<file path="config.mk">
export PLATFORM = sky130hd
export DESIGN_NAME = eq2_serial_cmp_amisha
export DESIGN_NICKNAME = d
export VERILOG_FILES = /design/src/rtl/eq2_serial_cmp_amisha.sv
export SDC_FILE = /design/constraint.sdc
export NUM_CORES = 1
export LEC_CHECK = 0
export ABC_CLOCK_PERIOD_IN_PS = 1600
export BUFFER_PORTS_ARGS = -buffer_cell sky130_fd_sc_hd__buf_2
export CAP_MARGIN = 20
export CELL_PAD_IN_SITES_DETAIL_PLACEMENT = 0
export CELL_PAD_IN_SITES_GLOBAL_PLACEMENT = 2
export CORE_MARGIN = 2
export CORE_UTILIZATION = 29
export CTS_CLUSTER_DIAMETER = 120
export CTS_CLUSTER_SIZE = 12
export DETAILED_ROUTE_END_ITERATION = 8
export HOLD_SLACK_MARGIN = 0.03
export PLACE_DENSITY = 0.73
export SLEW_MARGIN = 30
export SYNTH_ARGS = -nofsm -noshare
export SYNTH_HDL_FRONTEND = slang
export SYNTH_SLANG_ARGS = --single-unit
</file>
<file path="constraint.sdc">
create_clock -name clk_amisha -period 1.6 [get_ports clk_amisha]
set_input_delay 0 -clock clk_amisha [delete_from_list [all_inputs] [get_ports clk_amisha]]
set_output_delay 0 -clock clk_amisha [all_outputs]
set_load 0.01 [all_outputs]
</file>
<file path="src/rtl/eq2_serial_cmp_amisha.sv">
// ---------------------------------------------------------------------------
// eq2_serial_cmp_amisha
// Bit-serial unsigned word comparator. Two operands arrive as streams of
// 2-bit digit pairs, most significant digit first, one pair per accepted
// beat. After DIGITS accepted beats the block reports A==B, A>B or A<B.
//
// Handshake: a digit pair is accepted on a rising edge where
// valid_amisha=1 and ready_amisha=1. ready_amisha is 1 only while a word is
// being shifted in, so valid_amisha outside a word is ignored. Cycles with
// valid_amisha=0 inside a word are gaps and change nothing.
//
// Ports:
//   clk_amisha    in   clock, rising edge
//   rst_amisha    in   synchronous active-high reset
//   start_amisha  in   begin a new word (honoured in IDLE or DONE only)
//   valid_amisha  in   a_amisha/b_amisha carry a digit pair
//   a_amisha      in   operand A digit (MSB-first)
//   b_amisha      in   operand B digit (MSB-first)
//   ready_amisha  out  block accepts a digit pair this cycle
//   busy_amisha   out  comparison in progress
//   done_amisha   out  one-cycle pulse, results just updated
//   aeqb_amisha   out  A == B (held)
//   agtb_amisha   out  A >  B unsigned (held)
//   altb_amisha   out  A <  B unsigned (held)
// ---------------------------------------------------------------------------
module eq2_serial_cmp_amisha #(
   parameter int DIGITS = 4
) (
   input  logic       clk_amisha,
   input  logic       rst_amisha,
   input  logic       start_amisha,
   input  logic       valid_amisha,
   input  logic [1:0] a_amisha,
   input  logic [1:0] b_amisha,
   output logic       ready_amisha,
   output logic       busy_amisha,
   output logic       done_amisha,
   output logic       aeqb_amisha,
   output logic       agtb_amisha,
   output logic       altb_amisha
);

   localparam int CW = (DIGITS > 1) ? $clog2(DIGITS) : 1;

   typedef enum logic [1:0] {
      S_IDLE  = 2'd0,
      S_SHIFT = 2'd1,
      S_DONE  = 2'd2
   } state_t;

   state_t        state_q;
   logic [CW-1:0] cnt_q;
   logic          decided_q;
   logic          gt_q;
   logic          lt_q;
   logic          ready_q;
   logic          busy_q;
   logic          done_q;
   logic          aeqb_q;
   logic          agtb_q;
   logic          altb_q;

   logic          digit_gt;
   logic          digit_lt;
   logic          last_beat;
   logic          gt_d;
   logic          lt_d;
   logic          decided_d;

   // Once a differing digit has been seen the more significant result is
   // frozen; later digits are consumed but cannot change it.
   always_comb begin
      digit_gt  = (a_amisha > b_amisha);
      digit_lt  = (a_amisha < b_amisha);
      last_beat = (cnt_q == CW'(DIGITS - 1));
      gt_d      = gt_q | (~decided_q & digit_gt);
      lt_d      = lt_q | (~decided_q & digit_lt);
      decided_d = decided_q | digit_gt | digit_lt;
   end

   always_ff @(posedge clk_amisha) begin
      if (rst_amisha) begin
         state_q   <= S_IDLE;
         cnt_q     <= '0;
         decided_q <= 1'b0;
         gt_q      <= 1'b0;
         lt_q      <= 1'b0;
         ready_q   <= 1'b0;
         busy_q    <= 1'b0;
         done_q    <= 1'b0;
         aeqb_q    <= 1'b0;
         agtb_q    <= 1'b0;
         altb_q    <= 1'b0;
      end else begin
         done_q <= 1'b0;
         case (state_q)
            S_IDLE, S_DONE: begin
               if (start_amisha) begin
                  state_q   <= S_SHIFT;
                  cnt_q     <= '0;
                  decided_q <= 1'b0;
                  gt_q      <= 1'b0;
                  lt_q      <= 1'b0;
                  ready_q   <= 1'b1;
                  busy_q    <= 1'b1;
               end else begin
                  state_q <= S_IDLE;
               end
            end
            S_SHIFT: begin
               if (valid_amisha) begin
                  gt_q      <= gt_d;
                  lt_q      <= lt_d;
                  decided_q <= decided_d;
                  if (last_beat) begin
                     // Results include the final digit's compare.
                     state_q <= S_DONE;
                     cnt_q   <= '0;
                     ready_q <= 1'b0;
                     busy_q  <= 1'b0;
                     done_q  <= 1'b1;
                     aeqb_q  <= ~gt_d & ~lt_d;
                     agtb_q  <= gt_d;
                     altb_q  <= lt_d;
                  end else begin
                     cnt_q <= cnt_q + CW'(1);
                  end
               end
            end
            default: begin
               state_q <= S_IDLE;
               ready_q <= 1'b0;
               busy_q  <= 1'b0;
            end
         endcase
      end
   end

   assign ready_amisha = ready_q;
   assign busy_amisha  = busy_q;
   assign done_amisha  = done_q;
   assign aeqb_amisha  = aeqb_q;
   assign agtb_amisha  = agtb_q;
   assign altb_amisha  = altb_q;

endmodule
</file>
* After elaboration in Yosys (flattened, before gate mapping)
Cells that the tools add are included.
Storage, ports and cells: bits of input ports 8, logic and storage cells 59, register bits after elaboration 12
Cells by class: equal/unequal tests 6, add/sub/neg operators 1, bitwise operators 12, multiplexer cells 20, reductions and logical operators 8, magnitude comparators 2
Operators with widths (count):
- $mux W2 | 5
- $mux W1 | 9
- $reduce_and A3 Y1 | 3
- $pmux W1 S2 | 4
- $pmux W2 S2 | 2
- $ne A2 B2 Y1 const B | 3
- $not A1 Y1 | 5
- $eq A2 B2 Y1 const B | 2
- $or A1 B1 Y1 | 4
- $and A1 B1 Y1 | 3
- $reduce_or A3 Y1 | 1
- $add A2 B1 Y2 const B | 1
- $eq A2 B1 Y1 const B | 1
- $gt A2 B2 Y1 | 1
- $logic_not A2 Y1 | 1
- $lt A2 B2 Y1 | 1
- $reduce_and A2 Y1 | 1
- $reduce_bool A2 Y1 | 1
- $reduce_or A2 Y1 | 1

* Longest topological paths before layout
depth after elaboration 5, gate-level depth with buffers 6

* Worst setup path after synthesis
OpenSTA, ideal clock, no wires.
path type flip-flop to flip-flop, start point reg cnt_q[0], end point reg aeqb_q (netlist: aeqb_amisha), cell stages (with the launch flop) 6, arrival time 1092 ps, path slack 392 ps, clock period less this slack 1208 ps, path through dfxtp_1 ha_1 nand2_1 nor3_4 nor3b_1 a31o_2
On the way: word-level cells in the longest chain between the ends 2
Ends and longest elaborated chain:
- start: declaration | line 52 | logic [CW-1:0] cnt_q;
- start signal: assignment | line 126 | cnt_q <= cnt_q + CW'(1);
- $eq A2 B2 Y1 | line 75 | last_beat = (cnt_q == CW'(DIGITS - 1));
- named net last_beat | line 65 | logic last_beat;
- $reduce_and A3 Y1 (no line)
- end signal: assignment | line 122 | aeqb_q <= ~gt_d & ~lt_d;
- end: declaration | line 59 | logic aeqb_q;
The timed path passes the listed nets, and every way through them passes these cells. A chain may end at the register's enable or synchronous reset.

* Worst setup path after layout
Same ends and word-level chain as after synthesis.

==> results.txt <==
- Dividing the final minimum period by the clock period gives 0.837.
- In this run, post-CTS repair resized a total of 0 instances.
- Leakage power total: about 0.00029 µW
- Adder and majority cell fraction of the synthesized area: 0.0670
- Final-report max-slew violation count: 0
- The fraction of the mapped netlist area in compound gates came to 0.185.
* P per Cell Area: roughly 900 mW/mm²
* First-pass GRT wire length: around 1600 µm
- In the final routed layout, each cell accounts on average for between 10 and 15 µm.
- CP peak stage delay: 0.37 ns
* Tmin final: approximately 1.3 ns
* Nets: 89
- After clock tree synthesis, the clock-pin slew on the worst setup and hold paths is ~0.080 ns.
- Number of setup violations in the final report: 0
- The detailed router finished its first iteration with 7 violations.
* I/O pins: 14
* Slowest cell on the critical path: sky130_fd_sc_hd__dfxtp_1
- Clock tree from TritonCTS: yes
* Die X: 48.0 µm
* Headroom to the max-slew limit: 0.782
- Number of levels the H-tree was split into: 1
- The synthesized design contains 12 register bits.
- The clock passes through at most 2 buffers.
* Fin. Hold Viols: 0
- Area of the mapped netlist: approximately 560 µm²
- # Max-Cap Violations: 0
* Setup TNS after final layout: 0 ns
- Total clock buffers created by CTS: 3
* Power after layout: 635 µW
* Total wirelength of the detailed-routed design: about 1100 µm
- The clock net in this run drives a total of 12 sinks.
* Unrepaired setup endpoints after global routing: false
* Post-CTS Setup Inserts: 0
- Commonest non-fill, non-tap cell in the layout: sky130_fd_sc_hd__buf_2
- The setup check on the worst reg-to-reg path leaves a slack of 0.26 ns.
- The routed layout has 454 vias.
* Initial antenna violation count: 0
- Nets in the synthesized netlist: between 70 and 80
* DRC Markers: 0
* Number of global-route vias before repair: 405
- Data on the critical path arrives at its endpoint at about 1.5 ns.
- The floorplan has 15 rows.
* Area of the die: 0.00230 mm²
- Area of the core region: approximately 0.0018 mm²
* Kind of path behind the tightest hold check: input port to flip-flop
- Cell count after synthesis: 61
* Dominant combinational cell family by area after synthesis: simple AND/OR/NAND/NOR gates
- Measured against the total synthesized area, the mux share comes to 0.0201.
- Fin Clk Skew: between 0.002 and 0.003 ns
- Final weighted congestion in routability-driven placement: between 0.7 and 0.8
- Required time at the endpoint of the critical path: 1.76 ns
- Of the synthesized area, sequential elements account for 0.429.
- Total iterations of the first detailed-routing run: 4
- After synthesis, the netlist uses 23 different library cells.
- The worst setup path is launched from a flip-flop.
* Area share of xor/xnor cells in the synthesized design: 0
- The die is about 48 µm tall.
- During placement, the flow inserted port buffers numbering 13.
* Worst Max-Slew Pin Slew: ~0.33 ns
- Across all hold checks on the routed design, the worst slack comes to 0.0518 ns.
* Endpoint type of the worst setup path: flip-flop
- Simple logic cell fraction of the synthesized area: 0.252
* Fmax achieved: around 0.75 GHz
- In the routed layout, each cell is associated on average with a via count of 4.45.
* Result of the run: completed
- Estimated wirelength of the detail-placed design: 791 µm
- Commonest cells after routing, fill and taps aside: 13 x sky130_fd_sc_hd__buf_2, 12 x sky130_fd_sc_hd__dfxtp_1, 9 x sky130_fd_sc_hd__a21oi_1
- In this run the worst path has a maximum fanout of 5.
- Clock latency at the later pin of the worst-skew pair: about 0.27 ns
- Counting the fill cells in the layout gives ~200.
* Synthesis Warnings: 0
* Starting density of the core: 0.318
- The multi-input combinational cells in the finished layout cover a total of roughly 290 µm².
* Worst-path cell chain: ha_1 -> nand2_1 -> nor3_4 -> nor3b_1 -> a31o_2
* Post-synthesis average cell area: 9.19 µm²
- Of the cells placed in the final design, the portion with a size suffix greater than 1 is 0.312.
- After clock tree synthesis, the flow added hold-fix buffers numbering 1.
- Maximum VDD drop: 0.501 mV
* Number of antenna repair diodes: 0
* Area growth from synthesis to layout: 23.4%
* Storage cell area: 240 µm²
- WS Path Type: flip-flop to flip-flop
- Global router's overall resource usage: 0.103
- Root Driver: sky130_fd_sc_hd__clkbuf_4
* Maximum number of pins on one net before global-route repair: 13
- Post-detailed-route count of antenna-violating nets: 0
- Leftover overflow at the end of global routing: 0
- Largest regs: cnt_q: 2 flops, state_q: 2 flops
==> synth_stat cells (all sizes together) <==
master	number	area share
ha	3	0.067
a211oi	3	0.040
inv	4	0.027
mux2	1	0.020
dfxtp	12	0.43
nand3b	1	0.013
clkbuf	1	0.0067
buf	1	0.013
a21oi	9	0.080
nor2	6	0.040
nor2b	2	0.031
nor3b	2	0.027
o21ai	1	0.0089
and2	1	0.016
a31o	1	0.016
a21o	1	0.013
a221oi	1	0.027
nand2b	1	0.011
nor4	2	0.033
nand2	5	0.033
nor3	3	0.047
==> metrics by stage <==
stage	std cells	setup WS, ns	cell area [µm²]	utilization
finish	102	0.260	692	0.392
global placement	97	0.317	646	0.366
floorplan	61	0.392	561	-
global route	102	0.128	692	0.392
CTS	102	0.249	692	0.392
detailed placement	97	0.290	646	0.366
==> where the power goes <==
| part | total (µW) | internal (µW) | switching [µW] |
|---|---|---|---|
| logic | 84.5 | 37.1 | 47.5 |
| clock network | 238 | 138 | 99.8 |
| registers | 313 | 307 | 6.12 |
| total | 635 | 482 | 153 |
==> kinds of logic (layout without fill, tap and decap cells) <==
kind of cell | count (synthesis) | in the layout
compound gates | 16 | 16
fa+ha+maj | 3 | 3
buf+inv | 6 | 22
flops | 12 | 12
mux | 1 | 1
simple gates | 23 | 23
==> layout make-up <==
type,instances,share of cell area
Clock buffer,4,0.0524
Inverter,4,0.0217
Multi-Input combinational cell,43,0.425
Sequential cell,12,0.347
Tap cell,25,0.0452
Timing Repair Buffer,14,0.108
==> final timing paths <==
kind              depth (start not counted)        start           to
setup / recovery                          5     cnt_q[0]  aeqb_amisha
hold / removal                            2   rst_amisha     cnt_q[0]
hold reg to reg                           2  busy_amisha  busy_amisha
setup reg to reg                          5     cnt_q[0]  aeqb_amisha
==> metal layers <==
| metal | GRT usage | routed length, µm | up-vias |
|---|---|---|---|
| li1 | - | - | 247 |
| met3 | 0.0226 | 51 | 0 |
| met1 | 0.145 | 566 | 197 |
| met4 | 0.0486 | 0 | 0 |
| met2 | 0.147 | 438 | 10 |
| met5 | 0 | 0 | - |
==> worst max-delay path: cells and delay by family (launching register included) <==
family,cells,cell delay [ns]
and+or+nand+nor,3,0.45
AOI/OAI and AO/OA,1,0.21
adders and majority gates,1,0.21
DFF,1,0.37
No activity file was read; power rests on OpenSTA's default activity.
